**src/rtl/ssd1306_spi_receiver.sv**
```systemverilog
// ssd1306_spi_receiver: oversampling SSD1306 4-wire SPI responder that decodes bytes,
// follows the controller's addressing commands and reports GDDRAM writes.
module ssd1306_spi_receiver #(
  parameter int SYNC_STAGES = 2,
  parameter int COLS = 128,
  parameter int PAGES = 8,
  localparam int CW = $clog2(COLS),
  localparam int PW = $clog2(PAGES)
) (
  input  logic          clk_in,
  input  logic          reset_in,
  input  logic          oled_rstn_in,
  input  logic          oled_csn_in,
  input  logic          oled_dc_in,
  input  logic          oled_clk_in,
  input  logic          oled_mosi_in,
  output logic [7:0]    byte_out,
  output logic          byte_valid_out,
  output logic          byte_is_data_out,
  output logic          ram_we_out,
  output logic [CW-1:0] ram_col_out,
  output logic [PW-1:0] ram_page_out,
  output logic [7:0]    ram_data_out,
  output logic          display_on_out,
  output logic          frame_done_out,
  output logic          frame_err_out
);
  typedef enum logic [1:0] {IDLE, ARG1, ARG2, SKIP} state_t;
  localparam logic [1:0] HORIZ = 2'b00;
  localparam logic [1:0] VERT  = 2'b01;
  localparam logic [1:0] PAGE  = 2'b10;
  logic [SYNC_STAGES-1:0] csn_q, dc_q, sclk_q, mosi_q, rstn_q;
  logic csn_s, dc_s, sclk_s, mosi_s, rstn_s, sclk_d, csn_d;
  state_t state, state_nxt;
  logic [7:0] shreg, cmd, byte_nxt, col8, nib;
  logic [2:0] bit_cnt, cnt_after;
  logic [1:0] mode;
  logic [CW-1:0] col_start, col_end, ptr_col, arg_col, col_inc, col_n;
  logic [PW-1:0] page_start, page_end, ptr_page, arg_page, page_inc, page_n;
  logic edge_ok, byte_done, is_cmd, is_data, col_last, page_last, wrap, skip_cmd;
  assign csn_s  = csn_q[SYNC_STAGES-1];
  assign dc_s   = dc_q[SYNC_STAGES-1];
  assign sclk_s = sclk_q[SYNC_STAGES-1];
  assign mosi_s = mosi_q[SYNC_STAGES-1];
  assign rstn_s = rstn_q[SYNC_STAGES-1];
  assign col8   = 8'(ptr_col);
  always_ff @(posedge clk_in or posedge reset_in)
    if (reset_in) begin
      csn_q  <= '1;
      dc_q   <= '0;
      sclk_q <= '0;
      mosi_q <= '0;
      rstn_q <= '1;
      sclk_d <= 1'b0;
      csn_d  <= 1'b1;
    end else begin
      csn_q  <= {csn_q[SYNC_STAGES-2:0], oled_csn_in};
      dc_q   <= {dc_q[SYNC_STAGES-2:0], oled_dc_in};
      sclk_q <= {sclk_q[SYNC_STAGES-2:0], oled_clk_in};
      mosi_q <= {mosi_q[SYNC_STAGES-2:0], oled_mosi_in};
      rstn_q <= {rstn_q[SYNC_STAGES-2:0], oled_rstn_in};
      sclk_d <= sclk_s;
      csn_d  <= csn_s;
    end
  // Edges are gated by the delayed csn so a final edge coinciding with csn rising still counts.
  always_comb begin
    edge_ok   = sclk_s & ~sclk_d & ~csn_d;
    byte_nxt  = {shreg[6:0], mosi_s};
    cnt_after = edge_ok ? bit_cnt + 3'd1 : bit_cnt;
    byte_done = edge_ok & (bit_cnt == 3'd7);
    is_cmd    = byte_done & ~dc_s;
    is_data   = byte_done & dc_s;
    arg_col   = byte_nxt[CW-1:0];
    arg_page  = byte_nxt[PW-1:0];
    col_last  = ptr_col == col_end;
    page_last = ptr_page == page_end;
    col_inc   = col_last ? col_start : ptr_col + CW'(1);
    page_inc  = page_last ? page_start : ptr_page + PW'(1);
    col_n     = (mode == VERT) ? (page_last ? col_inc : ptr_col) : col_inc;
    page_n    = (mode == HORIZ) ? (col_last ? page_inc : ptr_page) : (mode == VERT) ? page_inc : ptr_page;
    wrap      = (mode != PAGE) & col_last & page_last;
    nib       = byte_nxt[4] ? {byte_nxt[3:0], col8[3:0]} : {col8[7:4], byte_nxt[3:0]};
    skip_cmd  = byte_nxt inside {8'h81, 8'h8D, 8'hA8, 8'hD3, 8'hD5, 8'hD9, 8'hDA, 8'hDB};
    state_nxt = state;
    if (is_data)
      state_nxt = IDLE;
    else if (is_cmd)
      state_nxt = (state == IDLE) ? ((byte_nxt inside {8'h20, 8'h21, 8'h22}) ? ARG1 : skip_cmd ? SKIP : IDLE)
                : (state == ARG1 && cmd != 8'h20) ? ARG2 : IDLE;
  end
  always_ff @(posedge clk_in or posedge reset_in)
    if (reset_in)
      state <= IDLE;
    else
      state <= rstn_s ? state_nxt : IDLE;
  always_ff @(posedge clk_in or posedge reset_in)
    if (reset_in) begin
      byte_out         <= '0;
      byte_valid_out   <= 1'b0;
      byte_is_data_out <= 1'b0;
      ram_we_out       <= 1'b0;
      ram_col_out      <= '0;
      ram_page_out     <= '0;
      ram_data_out     <= '0;
      display_on_out   <= 1'b0;
      frame_done_out   <= 1'b0;
      frame_err_out    <= 1'b0;
      shreg            <= '0;
      bit_cnt          <= '0;
      cmd              <= '0;
      mode             <= HORIZ;
      col_start        <= '0;
      col_end          <= CW'(COLS - 1);
      page_start       <= '0;
      page_end         <= PW'(PAGES - 1);
      ptr_col          <= '0;
      ptr_page         <= '0;
    end else if (!rstn_s) begin
      byte_out         <= '0;
      byte_valid_out   <= 1'b0;
      byte_is_data_out <= 1'b0;
      ram_we_out       <= 1'b0;
      ram_col_out      <= '0;
      ram_page_out     <= '0;
      ram_data_out     <= '0;
      display_on_out   <= 1'b0;
      frame_done_out   <= 1'b0;
      frame_err_out    <= 1'b0;
      shreg            <= '0;
      bit_cnt          <= '0;
      cmd              <= '0;
      mode             <= HORIZ;
      col_start        <= '0;
      col_end          <= CW'(COLS - 1);
      page_start       <= '0;
      page_end         <= PW'(PAGES - 1);
      ptr_col          <= '0;
      ptr_page         <= '0;
    end else begin
      byte_valid_out <= byte_done;
      ram_we_out     <= is_data;
      frame_done_out <= is_data & wrap;
      frame_err_out  <= csn_s & (cnt_after != 3'd0);
      bit_cnt        <= csn_s ? 3'd0 : cnt_after;
      shreg          <= edge_ok ? byte_nxt : shreg;
      if (byte_done) begin
        byte_out         <= byte_nxt;
        byte_is_data_out <= dc_s;
      end
      if (is_data) begin
        ram_col_out  <= ptr_col;
        ram_page_out <= ptr_page;
        ram_data_out <= byte_nxt;
        ptr_col      <= col_n;
        ptr_page     <= page_n;
      end
      if (is_cmd)
        case (state)
          IDLE: begin
            cmd <= byte_nxt;
            if (byte_nxt == 8'hAE) display_on_out <= 1'b0;
            if (byte_nxt == 8'hAF) display_on_out <= 1'b1;
            if (mode == PAGE && byte_nxt[7:3] == 5'b10110) ptr_page <= arg_page;
            if (mode == PAGE && byte_nxt[7:5] == 3'b000) ptr_col <= nib[CW-1:0];
          end
          ARG1: begin
            if (cmd == 8'h20 && byte_nxt[1:0] != 2'b11) mode <= byte_nxt[1:0];
            if (cmd == 8'h21) col_start <= arg_col;
            if (cmd == 8'h22) page_start <= arg_page;
          end
          ARG2: begin
            if (cmd == 8'h21) begin
              col_end <= (arg_col < col_start) ? col_start : arg_col;
              ptr_col <= col_start;
            end
            if (cmd == 8'h22) begin
              page_end <= (arg_page < page_start) ? page_start : arg_page;
              ptr_page <= page_start;
            end
          end
          default: ;
        endcase
    end
endmodule

```
**config.mk**
```make
export PLATFORM = sky130hd
export DESIGN_NAME = ssd1306_spi_receiver
export DESIGN_NICKNAME = d
export VERILOG_FILES = /design/src/rtl/ssd1306_spi_receiver.sv
export SDC_FILE = /design/constraint.sdc
export NUM_CORES = 1
export LEC_CHECK = 0
export CORE_MARGIN = 2
export CORE_UTILIZATION = 45
export CTS_CLUSTER_SIZE = 10
export DETAILED_ROUTE_END_ITERATION = 10
export GPL_ROUTABILITY_DRIVEN = 0
export HOLD_SLACK_MARGIN = 0.05
export PLACE_DENSITY_LB_ADDON = 0.2
export SYNTH_ARGS = -nofsm -noshare
export SYNTH_HDL_FRONTEND = slang
export SYNTH_SLANG_ARGS = --single-unit
```
**constraint.sdc**
```tcl
create_clock -name clk_in -period 3.4 [get_ports clk_in]
set_clock_uncertainty 0.05 [all_clocks]
set_input_delay 1.02 -clock clk_in [delete_from_list [all_inputs] [get_ports clk_in]]
set_output_delay 1.02 -clock clk_in [all_outputs]
set_load 0.005 [all_outputs]
```
==> results.txt, run 1 <==
The run finished with clean final reports. STA classifies the critical path endpoint as a flop. For this run, the detailed router's first-pass iteration total came to 5. The clock tree buffer depth came out at 2. At the placement stage, the worst setup path has a slack of 0.847 ns. The proportion of layout cells with a drive suffix above 1 came out at 0.122.

The worst-case register-to-register setup slack is 0.79 ns. The leakage power is approximately 2.5 nW. At the worst endpoint, the arrival time is ~2.8 ns. The count of buffers from port buffering is 38. The area of the die came out at roughly 12,000 µm². The max-slew violation total from the final report is 0. The floorplan step set the die width to roughly 110 µm.

The total cell area at the placement stage is about 5700 µm². Setup repair after global routing left no endpoint under its margin. The via-per-instance ratio is between 5 and 6. The buffers inserted during post-CTS setup optimization is 0. The CTS sink count came out at 96.

The number of H-tree levels came out at 3. The count of final hold-check violations is 0. Along the worst path, the maximum fanout reaches 14. The number of setup violations in the final report is 0.

By startpoint and endpoint, the worst setup path is classified as flop to flop. Derived from the worst setup path, the maximum achievable clock frequency is 0.382 GHz. The most used flip-flop cell after synthesis is sky130_fd_sc_hd__dfrtp_1. The minimum period implied by the final worst setup slack is 2.61 ns. The synthesized flop and latch total came out at 96. The number of nets in the synthesized netlist is approximately 560.

The area of the placeable core came out at between 10,000 and 15,000 µm². The number of design-rule violations left by the first detailed-router iteration came out at 292. The half-perimeter wire length after placement is around 9300 µm. After detailed routing, the number of remaining DRC violations is 0. The global-route wire length before repair is 22,600 µm. The number of CTS-inserted buffers came out at 9. Of the post-synthesis cell area, the dominant cell type holds 0.390. The worst setup margin is 0.785 ns. The average instance in the mapped netlist occupies about 9.6 µm².

The synthesized instance count is about 540. The largest stage delay on the critical path came out at 0.43 ns. Dividing the final minimum period by the clock period gives 0.769. The slowest stage of the critical path is the sky130_fd_sc_hd__and4bb_2 cell.

The total global-route track usage is 0.230. The design area came out at around 6000 µm². The total congestion overflow after global routing came out at 0. The required time reported for the critical path endpoint is 3.62 ns.

In the synthesized netlist the async set-or-reset flop fraction comes to 1.00. The average routed wire per standard cell is approximately 19 µm. In this run the clock root is driven by a sky130_fd_sc_hd__clkbuf_16. For this run, the number of Yosys warnings is 0. The number of antenna violations at the first check in global routing came out at 0. The power per cell area is roughly 390 nW/µm².

The cell row count came out at 39. Summed over all layers, the routed wires come to ~14,000 µm. The initial utilization of the core area, before any placement, comes to 0.459. The number of max-cap violations is 0. By count the netlist is led by sky130_fd_sc_hd__dfrtp_1, sky130_fd_sc_hd__nand2_1, sky130_fd_sc_hd__nor2_1. By instance count, the leading cell after synthesis is sky130_fd_sc_hd__dfrtp_1. The final antenna-violating net count came out at 0. The number of synthesized flops with an enable pin came out at 0.

The sequential area share after synthesis is 0.466. The insertion delay to the later sink of the worst-skew pair is 0.35 ns. The final layout net count is ~600. The count of antenna diodes in the layout came out at 0. Yosys mapped the design onto 75 distinct sky130hd cell types.

TritonCTS built the clock tree. The number of gates resized after cts came out at 0. The worst hold path belongs to the class flop to flop.

The vertical die dimension is about 110 µm. The post-CTS clock slew at the launch and capture registers of the worst setup and hold paths is about 0.070 ns. The total vias in the final route came out at about 4,200.

The I/O pin count is 39. The layout overhead on the synthesized area is 15.9%. By area the synthesized netlist is led by sky130_fd_sc_hd__dfrtp_1, sky130_fd_sc_hd__dfstp_2, sky130_fd_sc_hd__nand2_1.

The quantity of hold-fixing buffers added after cts is 0. IR analysis of the VDD net gives a maximum drop of 0.300 mV. The cell area after synthesis is ~5200 µm². In this run the tightest slew margin relative to its limit is 0.483. The pin count of the biggest net entering global routing is 49.

The transition at the pin with the smallest max-transition slack came out at 0.776 ns. The number of global-route vias before repair is 4,247. The worst setup path is launched from a flop. The signal on the critical path passes through ha_1, ha_1, and4bb_2, nand2_4, or2_4, o21ai_0, a21o_1, o221ai_1, o21ai_0. sky130_fd_sc_hd__dfrtp_1 takes more of the synthesized area than any other cell. Adding up every negative setup slack in the final design gives 0 ns.
registers in the layout (all words and copies together), names as in the netlist, 2 cells and up:
signal / count
bit_cnt: 3
state: 2
byte_out: 8
dc_q: 2
mode: 2
ptr_col: 7
ram_data_out: 8
ram_page_out: 3
page_end: 3
cmd: 8
sclk_q: 2
ram_col_out: 7
ptr_page: 3
col_start: 7
csn_q: 2
col_end: 7
rstn_q: 2
mosi_q: 2
page_start: 3
shreg: 7
path summary, 6_finish.rpt:
kind / from / to / cells after the start
max in group asynchronous: reset_in / ram_col_out[6]$_DFFE_PP0P_ / 3
max: bit_cnt[0]$_DFF_PP0_ / ptr_col[2]$_DFFE_PP0P_ / 9
min in group asynchronous: reset_in / mosi_q[0]$_DFF_PP0_ / 2
min: sclk_q[0]$_DFF_PP0_ / sclk_q[1]$_DFF_PP0_ / 0
max reg2reg: bit_cnt[0]$_DFF_PP0_ / ptr_col[2]$_DFFE_PP0P_ / 9
min reg2reg: sclk_q[0]$_DFF_PP0_ / sclk_q[1]$_DFF_PP0_ / 0
layout make-up:
| class | count | area, µm² |
|---|---|---|
| sequential | 96 | 2420 |
| clock inverter | 5 | 58.8 |
| tap | 143 | 179 |
| fill | 1035 | 5300 |
| multi-input combinational | 390 | 2550 |
| clock buffer | 11 | 233 |
| inverter | 18 | 71.3 |
| timing repair buffer | 53 | 505 |
cell families after synthesis:
family / Yosys count / share of synthesized area
buf+inv: 53 / 0.0427
compound gates: 150 / 0.203
mux: 22 / 0.0429
fa+ha+maj: 13 / 0.0309
xor+xnor: 11 / 0.0186
flops: 96 / 0.466
simple gates: 194 / 0.196
worst max-delay path: cells and delay by family (launching register included):
kind / cells / cell delay [ns]
AND/OR/NAND/NOR: 3 / 0.89
AO/OA/AOI/OAI: 4 / 0.87
flip-flops: 1 / 0.41
adder cells (fa/ha/maj): 2 / 0.32
power by group:
part           internal, mW  total [mW]  switching (mW)  leakage [nW]
Sequential             1.18        1.20          0.0207          1.27
Clock                 0.571        1.01           0.444         0.136
Combinational        0.0540       0.137          0.0831          1.11
Total                  1.80        2.35           0.547          2.51
stage by stage:
step / hold slack (ns) / power (mW) / cells / util
finish: 0.293 / 2.35 / 716 / 0.531
global route: 0.309 / 2.44 / 716 / 0.531
CTS: 0.299 / 2.36 / 716 / 0.531
detailed placement: 0.286 / 1.35 / 700 / 0.506
global placement: 0.282 / 1.35 / 700 / 0.506
floorplan: 0.281 / 1.31 / 539 / -
cell usage in the layout, fill, tap and decap left out, types with 3 or more instances in the layout:
cell                              instances
sky130_fd_sc_hd__clkdlybuf4s50_1         38
sky130_fd_sc_hd__nor3b_1                  3
sky130_fd_sc_hd__nor2b_1                 16
sky130_fd_sc_hd__xnor2_1                 11
sky130_fd_sc_hd__nor2_1                  32
sky130_fd_sc_hd__dfstp_2                 15
sky130_fd_sc_hd__nand2_1                 66
sky130_fd_sc_hd__a21o_1                   4
sky130_fd_sc_hd__and3_1                   8
sky130_fd_sc_hd__a21boi_0                18
sky130_fd_sc_hd__a22o_1                  18
sky130_fd_sc_hd__a31oi_1                  9
sky130_fd_sc_hd__nand2b_1                 5
sky130_fd_sc_hd__o22ai_1                  3
sky130_fd_sc_hd__nor3_1                   9
sky130_fd_sc_hd__o211ai_1                 4
sky130_fd_sc_hd__a21oi_1                 28
sky130_fd_sc_hd__o211a_1                  3
sky130_fd_sc_hd__o21ai_0                 22
sky130_fd_sc_hd__buf_4                   14
sky130_fd_sc_hd__and2_1                   8
sky130_fd_sc_hd__or3_1                    3
sky130_fd_sc_hd__ha_1                    12
sky130_fd_sc_hd__mux2i_1                 20
sky130_fd_sc_hd__nand3_1                 16
sky130_fd_sc_hd__a221oi_1                 3
sky130_fd_sc_hd__dfrtp_1                 81
sky130_fd_sc_hd__clkbuf_16                9
sky130_fd_sc_hd__inv_1                   17
sky130_fd_sc_hd__clkinvlp_4               3
sky130_fd_sc_hd__nand4_1                  6
sky130_fd_sc_hd__o21ai_1                 10
per-layer routing:
metal	share of wire	up-vias	wire, µm	global-route usage
met2	0.45	174	6110	0.353
met5	0	-	0	0
li1	-	1987	-	-
met4	0.035	0	476	0.103
met3	0.064	38	866	0.0495
met1	0.45	2030	6150	0.316
No activity file was read; power rests on OpenSTA's default activity.
==> run 2: changes to the inputs <==
==> constraint.sdc (replaced) <==
create_clock -name clk_in -period 2.55 [get_ports clk_in]
set_clock_uncertainty 0.05 [all_clocks]
set_input_delay 0.765 -clock clk_in [delete_from_list [all_inputs] [get_ports clk_in]]
set_output_delay 0.765 -clock clk_in [all_outputs]
set_load 0.005 [all_outputs]
==> run 2 against run 1 <==
Net effect:
- combinational power rose by 34%
- cell count rose by 2.5%
- final area rose by 2.3%
- largest cell class unchanged
- non-clock buffer count rose by 18
- register-to-register slack got worse by 0.62 ns
- first-iteration DRC count rose by 27%
- power rose by 30%
==> results.txt, run 2 (synthesized netlist as in run 1, its figures left out) <==
The max-slew violation total from the final report is 0 (unchanged). Most used cells in the layout excluding fill and tap cells: sky130_fd_sc_hd__dfrtp_1, sky130_fd_sc_hd__nand2_1, sky130_fd_sc_hd__clkdlybuf4s50_1 (unchanged). The number of global-route vias before repair came out at 4,343 (was 4,247).

The final layout net count was 605 (was 587). The count of buffers from port buffering is 38 (unchanged). The via-per-instance ratio is 5.93 (was 5.91). The insertion delay to the later sink of the worst-skew pair is 0.36 ns (was 0.35 ns). The half-perimeter wire length after placement came out at 9660 µm (was 9340 µm).

The area of the placeable core is 11,300 µm² (unchanged). The quantity of hold-fixing buffers added after cts came out at 0 (unchanged). The total global-route track usage is 0.232 (was 0.230). The number of design-rule violations left by the first detailed-router iteration came out at 370 (was 292). The area of the die is 12,400 µm² (unchanged).

The count of antenna diodes in the layout came out at 0 (unchanged). The arrival time reported for the critical path endpoint is 2.60 ns (was 2.83 ns). The maximum VDD drop came out at 0.324 mV (was 0.300 mV). The post-route clock period utilization was 0.934 (was 0.769). The clock network fraction of total power is 0.417 (was 0.432). The leakage power came out at 2.61 nW (was 2.51 nW). The cell row count came out at 39 (unchanged). The sort of element at the start of the critical path is a flop (unchanged).

The setup TNS after final layout is 0 ns (unchanged). The global-route wire length before repair was 22,700 µm (was 22,600 µm). The layout overhead on the synthesized area is 18.6% (was 15.9%). The average routed wire per standard cell came out at 19.0 µm (about the same). The total vias in the final route came out at 4,353 (was 4,229). The fmax came out at 0.420 GHz (was 0.382 GHz).

The leading cell type in the layout, fill and taps excluded is sky130_fd_sc_hd__dfrtp_1 (unchanged). The combinational group share of total power is 0.060 (was 0.058). The required time reported for the critical path endpoint came out at 2.77 ns (was 3.62 ns).

The relative max-transition margin is 0.654 (was 0.483). The CTS sink count was 96 (unchanged). The internal power consumption came out at 2.33 mW (was 1.80 mW). The post-CTS clock slew at the launch and capture registers of the worst setup and hold paths came out at 0.07 ns (about the same). The final antenna-violating net count is 0 (unchanged).

The kind of end point of the critical path is a flop (unchanged). The maximum fanout count along the critical path came to 12 (was 14). The pin count of the biggest net entering global routing is 97 (was 49). The minimum period implied by the final worst setup slack is 2.38 ns (was 2.61 ns).

The number of H-tree levels is 3 (unchanged). The initial core utilization came out at 0.459 (unchanged). The clock tree buffer depth came out at 2 (unchanged). The clock root buffer master is sky130_fd_sc_hd__clkbuf_16 (unchanged). The classification of the worst-slack hold path was flop to flop (unchanged).

The power per cell area is 496 nW/µm² (was 390 nW/µm²). The number of CTS-inserted buffers is 9 (unchanged). The critical path class was flop to flop (unchanged).

The TritonCTS clock tree was built (unchanged). Setup repair after global routing missed its margin: no (unchanged). The number of antenna violations at the first check in global routing came out at 0 (unchanged). The proportion of layout cells with a drive suffix above 1 came out at 0.154 (was 0.122). The sequential fraction of design power was 0.523 (was 0.509).

The I/O pin count is 39 (unchanged). The number of setup violations in the final report is 0 (unchanged). The vertical die dimension is 111 µm (unchanged). The routed wire length is 14,000 µm (was 13,600 µm).

The detailed-routing iteration count for the pre-antenna-repair pass was 7 (was 5). The transition at the pin with the smallest max-transition slack was 0.520 ns (was 0.776 ns). The die boundary width is 111 µm (unchanged). The total cell area at the placement stage is 5850 µm² (was 5730 µm²). Largest registers in the final layout: byte_out x8, cmd x8, ram_data_out x8 (unchanged). The count of final hold-check violations came to 0 (unchanged).

The switching part of the total is 0.237 (was 0.233). The switching power summed over all nets is 722 µW (was 547 µW). The design area is 6150 µm² (was 6020 µm²). The total congestion overflow after global routing came out at 0 (unchanged).

The number of max-cap violations was 0 (unchanged). The total DRC errors in the routed layout came out at 0 (unchanged). Run status: complete, no violations (unchanged).
run 2: cell count changes in the layout (fill, tap and decap cells not counted), sizes merged:
cell	delta
bufinv	-1
clkinvlp	-1
buf	+18
clkinv	+1
clkbuf	+1
run 2: cell type report:
type / count / area, µm²
Fill cell: 1046 / 5170
Multi-Input combinational cell: 390 / 2570
Sequential cell: 96 / 2420
Timing Repair Buffer: 71 / 641
Clock buffer: 12 / 246
Tap cell: 143 / 179
Inverter: 18 / 71.3
Clock inverter: 4 / 30.0
run 2: path summary, 6_finish.rpt:
kind	startpoint	end	slack (ns)	cells after the start
max	bit_cnt[1]$_DFF_PP0_	ptr_col[0]$_DFFE_PP0P_	0.17	9
min	mosi_q[0]$_DFF_PP0_	mosi_q[1]$_DFF_PP0_	0.30	0
max reg2reg	bit_cnt[1]$_DFF_PP0_	ptr_col[0]$_DFFE_PP0P_	0.17	9
min reg2reg	mosi_q[0]$_DFF_PP0_	mosi_q[1]$_DFF_PP0_	0.30	0
max in group asynchronous	reset_in	page_end[0]$_DFFE_PP1P_	1.19	3
min in group asynchronous	reset_in	bit_cnt[1]$_DFF_PP0_	0.85	3
run 2: through the flow:
stage	hold WS [ns]	setup slack [ns]	utilization	cells	power, mW
floorplan	0.281	0.343	-	539	1.75
global placement	0.282	0.199	0.517	717	1.80
detailed placement	0.286	0.119	0.517	717	1.81
CTS	0.301	0.0910	0.541	733	3.08
global route	0.306	0.0211	0.544	734	3.17
finish	0.298	0.168	0.544	734	3.05
run 2: metal layers:
layer  routed length, µm  global-route usage
met1                6140               0.313
met2                6460               0.363
met3                 908              0.0446
met4                 476               0.114
met5                   0                   0
run 2: worst max-delay path, stage by stage, from the launching register on:
cell,delay [ns]
sky130_fd_sc_hd__dfrtp_1,0.38
sky130_fd_sc_hd__ha_1,0.16
sky130_fd_sc_hd__ha_1,0.17
sky130_fd_sc_hd__and4bb_4,0.30
sky130_fd_sc_hd__nand2_4,0.08
sky130_fd_sc_hd__or2_4,0.32
sky130_fd_sc_hd__or4_1,0.41
sky130_fd_sc_hd__nand4_1,0.12
sky130_fd_sc_hd__o21ai_1,0.08
sky130_fd_sc_hd__a221oi_2,0.23
run 2: power groups by stage:
stage / clock network [mW] / logic [mW] / registers [mW]
after floorplan: 0 / 0.135 / 1.61
after global placement: 0 / 0.181 / 1.62
after detailed placement: 0 / 0.183 / 1.62
after CTS: 1.30 / 0.184 / 1.60
after global routing: 1.37 / 0.205 / 1.60
final: 1.27 / 0.183 / 1.60
run 2: timing repair:
action,in CTS,in global routing
gates resized for setup,0,5
buffers inserted,0,1
endpoints found under the setup margin,0,9
